### src/rtl/fetch2_if.sv
// fetch2 -> decode instruction-queue head handshake.
// master drives the head fields, slave accepts with out_ready.
interface fetch2_if;
   logic        out_valid;
   logic        out_ready;
   logic [31:0] out_pc;
   logic [31:0] out_inst;
   logic [31:0] out_btb_pre;
   logic        out_excp_valid;
   logic [14:0] out_excp_code;
   logic [31:0] out_excp_badv;

   modport master (
      output out_valid, out_pc, out_inst, out_btb_pre,
      output out_excp_valid, out_excp_code, out_excp_badv,
      input  out_ready
   );

   modport slave (
      input  out_valid, out_pc, out_inst, out_btb_pre,
      input  out_excp_valid, out_excp_code, out_excp_badv,
      output out_ready
   );
endinterface

### src/rtl/fetch2.sv
// Second fetch stage: joins the fetch1 packet with the icache word
// and queues {pc, inst, btb_pre, excp} for decode.
module fetch2 #(
   parameter int          IQ_DEPTH = 4,
   parameter logic [31:0] NOP_INST = 32'h03400000
) (
   input  logic        clk,
   input  logic        rst_n,
   input  logic        in_is_flush,
   input  logic [31:0] in_pc,
   input  logic [31:0] in_btb_pre,
   input  logic        in_excp_valid,
   input  logic [14:0] in_excp_code,
   input  logic [31:0] in_excp_badv,
   input  logic        icache_ready,
   input  logic [31:0] icache_inst,
   input  logic        is_flush,
   output logic        stall_req,
   output logic [$clog2(IQ_DEPTH):0] iq_count,
   fetch2_if.master    iq
);
   localparam int PW = $clog2(IQ_DEPTH);
   localparam int CW = PW + 1;

   typedef struct packed {
      logic [31:0] pc;
      logic [31:0] inst;
      logic [31:0] btb_pre;
      logic        excp_valid;
      logic [14:0] excp_code;
      logic [31:0] excp_badv;
   } iq_ent_t;

   typedef enum logic [1:0] {
      EMPTY,
      WAIT_IC,
      HAVE_INST
   } s2_st_t;

   s2_st_t      st;
   logic [31:0] s2_pc;
   logic [31:0] s2_btb_pre;
   logic        s2_ev;
   logic [14:0] s2_ec;
   logic [31:0] s2_eb;
   logic [31:0] inst_buf;

   iq_ent_t     mem [IQ_DEPTH];
   logic [PW-1:0] rd_ptr;
   logic [PW-1:0] wr_ptr;

   logic    s2_valid;
   logic    have_inst;
   logic    full;
   logic    push;
   logic    pop;
   iq_ent_t new_ent;
   iq_ent_t head;

   always_comb begin
      s2_valid  = (st != EMPTY);
      have_inst = s2_ev | (st == HAVE_INST) | icache_ready;
      full      = (iq_count == CW'(IQ_DEPTH));
      push      = s2_valid & have_inst & ~full & ~is_flush;
      stall_req = s2_valid & ~push & ~is_flush;
      pop       = iq.out_valid & iq.out_ready;
   end

   always_comb begin
      new_ent            = '0;
      new_ent.pc         = s2_pc;
      new_ent.btb_pre    = s2_btb_pre;
      new_ent.excp_valid = s2_ev;
      new_ent.excp_code  = s2_ec;
      new_ent.excp_badv  = s2_eb;
      unique case (1'b1)
         s2_ev:             new_ent.inst = NOP_INST;
         (st == HAVE_INST): new_ent.inst = inst_buf;
         default:           new_ent.inst = icache_inst;
      endcase
   end

   // Stalled non-excepting packet keeps the icache word so it need not repeat
   always_ff @(posedge clk or negedge rst_n) begin
      if (!rst_n) begin
         st         <= EMPTY;
         s2_pc      <= '0;
         s2_btb_pre <= '0;
         s2_ev      <= 1'b0;
         s2_ec      <= '0;
         s2_eb      <= '0;
         inst_buf   <= '0;
      end else if (is_flush) begin
         st <= EMPTY;
      end else if (!stall_req) begin
         st         <= in_is_flush ? EMPTY : WAIT_IC;
         s2_pc      <= in_pc;
         s2_btb_pre <= in_btb_pre;
         s2_ev      <= in_excp_valid;
         s2_ec      <= in_excp_code;
         s2_eb      <= in_excp_badv;
      end else if (icache_ready && !s2_ev) begin
         inst_buf <= icache_inst;
         st       <= HAVE_INST;
      end
   end

   always_ff @(posedge clk or negedge rst_n) begin
      if (!rst_n) begin
         rd_ptr   <= '0;
         wr_ptr   <= '0;
         iq_count <= '0;
         for (int i = 0; i < IQ_DEPTH; i++)
            mem[i] <= '0;
      end else if (is_flush) begin
         rd_ptr   <= '0;
         wr_ptr   <= '0;
         iq_count <= '0;
      end else begin
         if (push) begin
            mem[wr_ptr] <= new_ent;
            wr_ptr      <= wr_ptr + PW'(1);
         end
         if (pop)
            rd_ptr <= rd_ptr + PW'(1);
         if (push && !pop)
            iq_count <= iq_count + CW'(1);
         else if (pop && !push)
            iq_count <= iq_count - CW'(1);
      end
   end

   assign head              = mem[rd_ptr];
   assign iq.out_valid      = (iq_count != '0) & ~is_flush;
   assign iq.out_pc         = head.pc;
   assign iq.out_inst       = head.inst;
   assign iq.out_btb_pre    = head.btb_pre;
   assign iq.out_excp_valid = head.excp_valid;
   assign iq.out_excp_code  = head.excp_code;
   assign iq.out_excp_badv  = head.excp_badv;
endmodule

### src/flat_wrapper.sv
// flat-port wrapper written by rule: the top's interface ports become plain ports
module fetch2_flat 
#(
   parameter int          IQ_DEPTH = 4,
   parameter logic [31:0] NOP_INST = 32'h03400000
)
  (clk, rst_n, in_is_flush, in_pc, in_btb_pre, in_excp_valid, in_excp_code, in_excp_badv, icache_ready, icache_inst, is_flush, stall_req, iq_count, iq_out_valid, iq_out_pc, iq_out_inst, iq_out_btb_pre, iq_out_excp_valid, iq_out_excp_code, iq_out_excp_badv, iq_out_ready);
  fetch2_if iq_i ();
  input  logic clk;
  input  logic rst_n;
  input  logic in_is_flush;
  input  logic [31:0] in_pc;
  input  logic [31:0] in_btb_pre;
  input  logic in_excp_valid;
  input  logic [14:0] in_excp_code;
  input  logic [31:0] in_excp_badv;
  input  logic icache_ready;
  input  logic [31:0] icache_inst;
  input  logic is_flush;
  output logic stall_req;
  output logic [$clog2(IQ_DEPTH):0] iq_count;
  output wire logic [$bits(iq_i.out_valid)-1:0] iq_out_valid;
  output wire logic [$bits(iq_i.out_pc)-1:0] iq_out_pc;
  output wire logic [$bits(iq_i.out_inst)-1:0] iq_out_inst;
  output wire logic [$bits(iq_i.out_btb_pre)-1:0] iq_out_btb_pre;
  output wire logic [$bits(iq_i.out_excp_valid)-1:0] iq_out_excp_valid;
  output wire logic [$bits(iq_i.out_excp_code)-1:0] iq_out_excp_code;
  output wire logic [$bits(iq_i.out_excp_badv)-1:0] iq_out_excp_badv;
  input wire logic [$bits(iq_i.out_ready)-1:0] iq_out_ready;
  assign iq_out_valid = iq_i.out_valid;
  assign iq_out_pc = iq_i.out_pc;
  assign iq_out_inst = iq_i.out_inst;
  assign iq_out_btb_pre = iq_i.out_btb_pre;
  assign iq_out_excp_valid = iq_i.out_excp_valid;
  assign iq_out_excp_code = iq_i.out_excp_code;
  assign iq_out_excp_badv = iq_i.out_excp_badv;
  assign iq_i.out_ready = iq_out_ready;
  fetch2 #(.IQ_DEPTH(IQ_DEPTH), .NOP_INST(NOP_INST)) u_core (.clk(clk), .rst_n(rst_n), .in_is_flush(in_is_flush), .in_pc(in_pc), .in_btb_pre(in_btb_pre), .in_excp_valid(in_excp_valid), .in_excp_code(in_excp_code), .in_excp_badv(in_excp_badv), .icache_ready(icache_ready), .icache_inst(icache_inst), .is_flush(is_flush), .stall_req(stall_req), .iq_count(iq_count), .iq(iq_i));
endmodule
### config.mk
export PLATFORM = sky130hd
export DESIGN_NAME = fetch2_flat
export DESIGN_NICKNAME = d
export VERILOG_FILES = /design/src/rtl/fetch2_if.sv /design/src/rtl/fetch2.sv /design/src/flat_wrapper.sv
export SDC_FILE = /design/constraint.sdc
export NUM_CORES = 1
export LEC_CHECK = 0
export ABC_AREA = 0
export CORE_UTILIZATION = 45
export CTS_BUF_LIST = sky130_fd_sc_hd__clkbuf_4
export DETAILED_ROUTE_END_ITERATION = 12
export PLACE_DENSITY = 0.74
export RECOVER_POWER = 50
export SYNTH_ARGS = -nofsm -noshare
export SYNTH_HDL_FRONTEND = slang
export SYNTH_SLANG_ARGS = --single-unit
### constraint.sdc
create_clock -name clk -period 5.71 [get_ports clk]
set_input_delay 1.142 -clock clk [delete_from_list [all_inputs] [get_ports clk]]
set_output_delay 1.142 -clock clk [all_outputs]
set_load 0.02 [all_outputs]
==> results.tsv, run 1 <==
stage	metric	value	unit
run_status	status	finished with violations	
run_status	violations	capacitance limit, slew limit	
sta	rsz0062_at_grt	no	
pwr	power_density	512	mW/mm^2
worst_setup_path	crit-reg2reg-launch	u_core.s2_ev	
cells_and_area	nets	2603	
floorplanning	rows	95	
logic_synthesis	synth-simple-area-share	0.0317	
global_routing	grt_overflow_total	0	
logic_synthesis	synth_edf_count	0	
logic_synthesis	synthFlopType	dfrtp_1	
floorplanning	die_x	264	um
cts	post_cts_buffers	0	
detailed_routing	post_drt_wl_per_cell	20.7	um
logic_synthesis	synth_seq_cells	729	
worst_setup_path	max_stage_delay	2.73	ns
place	port-buffer-count	298	
cts	htreeDepth	4	
logic_synthesis	syn-cell-area	0.0309	sq mm
sta	finalMaxSlewViolations	972	
logic_synthesis	ys_warn_count	0	
detailed_routing	wl	71700	um
floorplanning	die_y	264	um
sta	max_freq	200	MHz
global_routing	antenna_found_initial	8	
worst_setup_path	cp.arrival	5.85	ns
cts	clkTransAtPathRegs	0.06	ns
logic_synthesis	avgSynthCellArea	14.9	sq um
place	gp_congestion	0.774	
hold_path	hp-start	u_core.mem[44]	
worst_setup_path	timing.rr.end	u_core.mem[166]	
logic_synthesis	syn-num-nets	2227	
cts	ctsLongestPathBuffers	3	
detailed_routing	post-route-drc-count	0	
worst_setup_path	critical_path.endpoint_type	flop	
floorplanning	initial_utilization	0.458	
logic_synthesis	synth_cells	2072	
pwr	ir_worst_vdd	0.253	mV
logic_synthesis	synth_top_family_by_area	multiplexers	
logic_synthesis	synthXorXnorAreaFrac	0.000849	
sta	finalCritPeriodShare	0.876	
worst_setup_path	crit_slowest_cell	clkbuf_2	
sta	final.min_clock_period	5.00	ns
detailed_routing	drtAntennaViolNets	0	
cts	cts_resized	0	
hold_path	min_path_cells	1	
cells_and_area	instances_no_fill	3461	
pwr	total_power	0.0190	W
worst_setup_path	crit_chain	nor3b_1 > clkbuf_1 > nor4_4 > clkbuf_2 > mux2_2	
worst_setup_path	critPathRequiredTime	6.56	ns
cts	cts_buffers	188	
logic_synthesis	synth-seq-area-share	0.589	
hold_path	hold_class	flop to flop	
cells_and_area	area_growth	19.6	%
sta	tightest_slew	3.89	ns
cells_and_area	drive_gt1_frac	0.403	
sta	setup_violations	0	
worst_setup_path	reg2reg_depth	5	
hold_path	whs_endpoint	u_core.mem[44]	
logic_synthesis	synth-compound-area-share	0.0371	
cts	cts.sinks	729	
place	dp_hpwl	42600	um
place	dp.cells	3131	
cts	cts_hold_buf	0	
logic_synthesis	async_flop_share	1.00	
cts	cts_tree	yes	
logic_synthesis	synth_fa_ha_area_frac	0.00226	
detailed_routing	drtPass1Iterations	4	
worst_setup_path	crit_type	flop to flop	
global_routing	grt_usage	0.213	
cts	clk_root_buffer_cell	clkbuf_4	
floorplanning	core	0.0676	sq mm
detailed_routing	vias	18882	
logic_synthesis	synthDistinctLibCells	47	
detailed_routing	vias_per_cell	5.46	
detailed_routing	drt_iter0_drc	1090	
job	drv_cap	10	
sta	max_slew_margin	-1.59	
global_routing	grt_max_degree	155	
worst_setup_path	r2r_setup_slack	0.71	ns
cts	clock_latency	1.01	ns
pwr	leakage	16.3	nW
sta	hold_violations	0	
worst_setup_path	critPathMaxFanout	136	
sta	clock_skew	0.0517	ns
logic_synthesis	synth.area.mux_share	0.311	
worst_setup_path	start_kind	flop	
global_routing	grt_pass1_vias	21134	
floorplanning	io_pins	299	
sta	tns	0	ns
sta	timing.hold.ws	0.500	ns
floorplanning	dieArea	0.0698	sq mm
global_routing	grt_pass1_wl	116000	um
-- where the power goes --
part | internal [W] | switching, W
clock network | 0.00239 | 0.00211
logic | 0.00372 | 0.00297
registers | 0.00677 | 0.00101
-- per-layer routing --
metal	track usage	share of wire	routed length, um
met3	0.0607	0.058	4140
met4	0.0834	0.023	1620
met2	0.357	0.51	36300
met5	0	0.0014	101
met1	0.262	0.41	29600
-- cells in the mapped netlist (2+ instances only) --
library cell  instances  share of area
mux4_2              144           0.10
nor2_1              168          0.020
buf_6                 9         0.0033
clkbuf_1             42         0.0051
o21ai_0              32         0.0052
dfrtp_1             729           0.59
o31ai_1               2        0.00048
nor4_2                3         0.0012
inv_1                37         0.0045
o21a_1                2        0.00048
buf_2                86          0.014
xor2_1                2        0.00057
nand2b_1              6         0.0012
a31oi_1              29         0.0059
nand2_1              32         0.0039
nor3_1                7         0.0011
mux2_1               10         0.0036
buf_1                 9         0.0011
a21oi_1             138          0.022
mux2_2              555           0.20
ha_1                  4         0.0016
-- flip-flops by register name, indices dropped and copies added, names as in the netlist --
name and flops:
u_core.mem 576, u_core.inst_buf 32, u_core.s2_btb_pre 32, u_core.s2_eb 32, u_core.s2_pc 32, u_core.s2_ec 15, u_core.iq_count 3, u_core.rd_ptr 2
u_core.st 2, u_core.wr_ptr 2, u_core.s2_ev 1
-- cell families (layout without fill, tap and decap cells) --
family | after synthesis | count (layout)
AND/OR/NAND/NOR | 228 | 228
buffers and inverters | 184 | 696
other | 0 | 4
flip-flops | 729 | 729
adder cells (fa/ha/maj) | 5 | 5
multiplexers | 710 | 710
XOR/XNOR | 3 | 3
AO/OA/AOI/OAI | 213 | 213
-- how the worst max path moves through the flow --
stage	slack, ns	to	from	cells after the start
floorplan	2.24	stall_req	icache_ready	4
global placement	1.30	stall_req	icache_ready	6
detailed placement	1.33	stall_req	icache_ready	6
CTS	0.70	iq_out_btb_pre[26]	u_core.rd_ptr[0]	3
global route	0.39	u_core.mem[244]	u_core.s2_ev	5
finish	0.71	u_core.mem[166]	u_core.s2_ev	5
-- worst max-delay path: cells and delay by family, from the launching register on --
family	cells	cell delay (ns)
mux	1	0.51
simple gates	2	0.45
flops	1	0.66
buf+inv	2	3.11
-- metrics by stage --
step	util	area (sq um)	worst slack, ns
after floorplan	-	30900	2.24
after global placement	0.514	34800	1.30
after detailed placement	0.514	34800	1.33
after CTS	0.550	37200	0.704
after global routing	0.547	37000	0.388
final	0.547	37000	0.709
-- cell usage in the layout (no fill, tap or decap), drive strengths merged, types with 2 or more instances in the layout --
master	n
o21ai	32
mux4	144
a21oi	139
nand2	32
a31oi	29
xor2	2
nor4	4
nand2b	6
nor2	168
nor3	7
bufinv	3
mux2	565
buf	19
dfrtp	729
diode	4
clkdlybuf4s50	297
o31ai	2
inv	46
o21a	2
nor3b	3
ha	4
clkinvlp	2
clkbuf	299
clkinv	30
-- layout make-up --
type                    instances  area, sq um
well taps                     873         1090
fillers                      5485        30600
flip-flops and latches        729        18300
repair buffers                333         3260
clock buffers                 282         2120
diodes                          4         10.0
inverters                      37          139
clock inverters                44          297
multi-input cells            1159        11900
(Power assumes the default switching activity.)
==> inputs of run 2 (changes only) <==
--- a/config.mk
+++ b/config.mk
@@ -6,10 +6,11 @@
 export NUM_CORES = 1
 export LEC_CHECK = 0
 export ABC_AREA = 0
+export CORE_MARGIN = 3
 export CORE_UTILIZATION = 45
 export CTS_BUF_LIST = sky130_fd_sc_hd__clkbuf_4
 export DETAILED_ROUTE_END_ITERATION = 12
-export PLACE_DENSITY = 0.74
+export PLACE_DENSITY = 0.72
 export RECOVER_POWER = 50
 export SYNTH_ARGS = -nofsm -noshare
 export SYNTH_HDL_FRONTEND = slang
==> results.tsv, run 2 (synthesis results as in run 1) <==
stage	metric	value	unit	change
cells_and_area	nets	2613		was 2,603
cells_and_area	area_growth	20.4	%	was 19.6%
cells_and_area	fin_area	0.0372	sq mm	was 0.0370 sq mm
cells_and_area	fillers	5465		was 5,485
floorplanning	io_pins	299		unchanged
place	dpl_cell_area	0.0349	sq mm	was 0.0348 sq mm
detailed_routing	drtPass1Iterations	7		was 4
sta	tightest_slew	3.02	ns	was 3.89 ns
worst_setup_path	critPathRequiredTime	4.57	ns	was 6.56 ns
sta	hold_violations	0		unchanged
cts	cts.sinks	729		unchanged
cts	htreeDepth	4		unchanged
cts	cts_resized	0		unchanged
worst_setup_path	cp.arrival	3.66	ns	was 5.85 ns
worst_setup_path	critical_path.endpoint_type	output port		was flop
pwr	power_switching	0.00619	W	was 0.00609 W
cts	clkTransAtPathRegs	0.07	ns	was 0.06 ns
pwr	p_comb_frac	0.350		was 0.352
sta	finalCritPeriodShare	0.841		was 0.876
floorplanning	rows	95		unchanged
worst_setup_path	start_kind	flop		unchanged
pwr	seq_power_share	0.406		was 0.410
global_routing	grt_max_degree	126		was 155
global_routing	grt_pass1_vias	21361		was 21,134
detailed_routing	wl	73200	um	was 71,700 um
sta	setup_violations	0		unchanged
cts	post_cts_buffers	0		unchanged
global_routing	grt_overflow_total	0		unchanged
hold_path	min_path_cells	1		unchanged
pwr	ir_worst_vdd	0.295	mV	was 0.253 mV
floorplanning	initial_utilization	0.458		unchanged
place	gp_congestion	0.765		was 0.774
floorplanning	core	0.0676	sq mm	unchanged
pwr	total_power	0.0192	W	was 0.0190 W
sta	rsz0062_at_grt	no		unchanged
cells_and_area	largest_register	u_core.mem		unchanged
floorplanning	die_y	268	um	was 264 um
cells_and_area	largest_reg_flops	576		unchanged
pwr	clockPowerShare	0.244		was 0.237
place	dp_hpwl	43400	um	was 42,600 um
detailed_routing	vias	19019		was 18,882
detailed_routing	post-route-drc-count	0		unchanged
cells_and_area	final_cell_mix	727 x dfrtp_1, 555 x mux2_2, 297 x clkdlybuf4s50_1, 284 x clkbuf_4, 168 x nor2_1		was 727 x dfrtp_1, 555 x mux2_2, 297 x clkdlybuf4s50_1, 283 x clkbuf_4, 168 x nor2_1
sta	finalMaxSlewViolations	1072		was 972
cts	cts_hold_buf	0		unchanged
worst_setup_path	critPathMaxFanout	38		was 136
sta	final.min_clock_period	4.80	ns	was 5.00 ns
cts	clock_latency	1.01	ns	about the same
detailed_routing	vias_per_cell	5.45		was 5.46
detailed_routing	post_drt_wl_per_cell	21.0	um	was 20.7 um
worst_setup_path	crit_cells	3		was 5
run_status	violations	capacitance limit, slew limit		unchanged
worst_setup_path	crit_type	flop to output port		was flop to flop
job	drv_cap	11		was 10
sta	max_freq	208	MHz	was 200 MHz
global_routing	grt_pass1_wl	116000	um	about the same
pwr	p_int	0.0130	W	was 0.0129 W
pwr	leakage	16.4	nW	was 16.3 nW
cells_and_area	instances_no_fill	3488		was 3,461
cells_and_area	final_common_cell	dfrtp_1		unchanged
cts	cts_tree	yes		unchanged
worst_setup_path	max_stage_delay	1.09	ns	was 2.73 ns
sta	max_slew_margin	-1.02		was -1.59
detailed_routing	drtAntennaViolNets	0		unchanged
cts	clk_root_buffer_cell	clkbuf_4		unchanged
place	dp.cells	3135		was 3,131
cts	cts_buffers	194		was 188
detailed_routing	drt_iter0_drc	975		was 1,090
worst_setup_path	critical_path_buf_inv_count	2		unchanged
global_routing	antenna_found_initial	8		unchanged
hold_path	hold_class	flop to flop		unchanged
sta	clock_skew	0.0763	ns	was 0.0517 ns
worst_setup_path	critPathTopFamily	flip-flops		was buffers and inverters
floorplanning	dieArea	0.0720	sq mm	was 0.0698 sq mm
worst_setup_path	crit_chain	buf_4 > mux4_2 > clkdlybuf4s50_1		was nor3b_1 > clkbuf_1 > nor4_4 > clkbuf_2 > mux2_2
cells_and_area	drive_gt1_frac	0.402		was 0.403
global_routing	grt_usage	0.208		was 0.213
worst_setup_path	reg2reg_depth	5		unchanged
run_status	status	finished with violations		unchanged
sta	tns	0	ns	unchanged
cts	ctsLongestPathBuffers	3		unchanged
pwr	power_density	515	mW/mm^2	was 512 mW/mm^2
floorplanning	die_x	268	um	was 264 um
place	port-buffer-count	298		unchanged
pwr	netSwitchingFraction	0.323		was 0.321
worst_setup_path	crit_slowest_cell	dfrtp_4		was clkbuf_2
==> run 2: cell types whose count changed in the layout (fill, tap and decap cells not counted), sizes merged <==
| cell | previous run | this run |
|---|---|---|
| inv | 46 | 43 |
| clkinv | 30 | 54 |
| clkinvlp | 2 | 3 |
| clkbuf | 299 | 296 |
| bufinv | 3 | 5 |
| buf | 19 | 25 |
==> run 2: cell type report <==
class	instances	area [sq um]	area share
clock buffer	281	2110	0.0566
timing repair buffer	337	3360	0.0903
antenna	4	10.0	0.000269
sequential	729	18300	0.490
multi-input combinational	1159	11800	0.318
clock inverter	68	457	0.0123
inverter	37	139	0.00373
tap	873	1090	0.0293
==> run 2: final timing paths <==
check / end / start / slack (ns)
max: iq_out_inst[23] / u_core.rd_ptr[0] / 0.91
min in group asynchronous: u_core.mem[244] / rst_n / 1.14
min: u_core.mem[178] / u_core.mem[178] / 0.50
max in group asynchronous: u_core.mem[151] / rst_n / 1.14
min reg2reg: u_core.mem[178] / u_core.mem[178] / 0.50
max reg2reg: u_core.mem[6] / u_core.s2_ev / 1.03
==> run 2: routing by layer <==
metal / GRT usage / up-vias / share of wire / routed length, um
met5: 0 / - / 0.00056 / 41
met4: 0.0730 / 6 / 0.020 / 1440
met3: 0.0674 / 121 / 0.069 / 5050
met2: 0.347 / 471 / 0.50 / 36700
met1: 0.254 / 10011 / 0.41 / 30000
li1: - / 8410 / - / -
==> run 2: power groups by stage <==
| stage | logic (W) | registers (W) | clock network, W |
|---|---|---|---|
| 2_1_floorplan | 0.00435 | 0.00741 | 0 |
| 3_3_place_gp | 0.00666 | 0.00770 | 0 |
| 3_5_place_dp | 0.00680 | 0.00787 | 0 |
| 4_1_cts | 0.00683 | 0.00778 | 0.00489 |
| 5_1_grt | 0.00716 | 0.00799 | 0.00519 |
| 6_report | 0.00671 | 0.00779 | 0.00469 |
==> run 2: metrics by stage <==
stage                     hold slack [ns]  setup WS (ns)  utilization
final                               0.502          0.907        0.551
after global routing                0.511          0.400        0.551
after CTS                           0.154          0.623        0.554
after detailed placement            0.491           1.28        0.516
after global placement              0.483           1.33        0.516
after floorplan                     0.475           2.24            -
==> patch: new RTL, settings of run 2 <==
`IQ_DEPTH` is set to 4 in 2 places; all go to 2.
--- a/src/rtl/fetch2.sv
+++ b/src/rtl/fetch2.sv
@@ -3,3 +3,3 @@
 module fetch2 #(
-   parameter int          IQ_DEPTH = 4,
+   parameter int          IQ_DEPTH = 2,
    parameter logic [31:0] NOP_INST = 32'h03400000
--- a/src/flat_wrapper.sv
+++ b/src/flat_wrapper.sv
@@ -3,3 +3,3 @@
 #(
-   parameter int          IQ_DEPTH = 4,
+   parameter int          IQ_DEPTH = 2,
    parameter logic [31:0] NOP_INST = 32'h03400000
Ports: changed (resized iq_count); port bits go from 299 to 298. No check against the original RTL was run, so the function may have changed too.
==> patch against run 2 <==
The flow still finishes with violations (max-capacitance violations, max-slew violations). Power shrank 49%. Sequential cell count fell by 291. Sequential power shrank 45%. Synthesized area is 39% lower. First-iteration DRC count fell by 51%. Global-route usage shrank 1.8 points. Design area decreased by 36%. Critical path depth is 2 higher. Cell count is 37% lower. Wire length is 43% lower. Setup slack got worse by 34 ps. Critical endpoint is now u_core.mem[131].
==> patch: results <==
[timing]
slew_violations = 391
skew_ps = 40.6
finalHoldWorstSlack_ps = 498
final.setup.worst_slack_ps = 873

[grt]
globalRouteMet1Util_pct = 25.1
grt.met3_usage_pct = 6.94
groute.layer.met2.usage_pct = 29.0
grt_first_pass_wirelength_um = 66900

[synth]
synth_area_leaders = "sky130_fd_sc_hd__dfrtp_1 58%, sky130_fd_sc_hd__mux2_2 32%, sky130_fd_sc_hd__mux2_4 4.5%, sky130_fd_sc_hd__buf_2 1.1%, sky130_fd_sc_hd__nor2b_1 1.1%"
net_count_of_the_mapped_netlist = 1353

[clock_tree]
cts_buffers = 118
cts.htree.levels = 3

[critical_path]
timing.critical_path.slowest_stage_cell = "sky130_fd_sc_hd__buf_2"
worst_setup_path_endpoint = "u_core.mem[131]"
cpPeakStageDelay_ps = 2480
cp.arrival_ps = 5510
reg2reg_setup_slack_ps = 950

[finish]
layout-drive-gt1-share_pct = 47.9
nets = 1715
filler_cells_inserted = 3290

[placed_design]
buffer_ports.inserted = 297
numPlacedInstances = 1977

[route]
met2RoutedLength_um = 19000
routedLengthMet1_um = 18900
wirelength_um = 41800

[status]
run_status = "finished with violations"
failed_checks = "max-capacitance violations, max-slew violations"

[power]
power_report.internal_total_mw = 7.01
clk-power_mw = 2.68
leakagePower_nw = 10.7
share_comb_of_total_power_pct = 29.4

[run]
cap_viol_max_count = 5
==> patch: changes by cell type after synthesis, moves of 46 or more <==
cell	change
sky130_fd_sc_hd__mux2_4	+57
sky130_fd_sc_hd__buf_2	-46
sky130_fd_sc_hd__dfrtp_1	-291
sky130_fd_sc_hd__nor2_1	-161
sky130_fd_sc_hd__mux4_2	-144
sky130_fd_sc_hd__a21oi_1	-134
==> patch: cell families after synthesis <==
kind of cell,synth area share [%]
AOI/OAI and AO/OA,0.841
and+or+nand+nor,2.09
xor gates and xnor gates,0.0464
muxes,36.9
buffers and inverters,2.11
DFF,58.0
==> patch: final cells by class <==
class                   instances  area share [%]
diodes                          6          0.0632
clock buffers                 175            5.53
clock inverters                23           0.474
inverters                       6          0.0948
multi-input cells             686            31.6
flip-flops and latches        438            46.2
well taps                     532            2.80
repair buffers                315            13.3
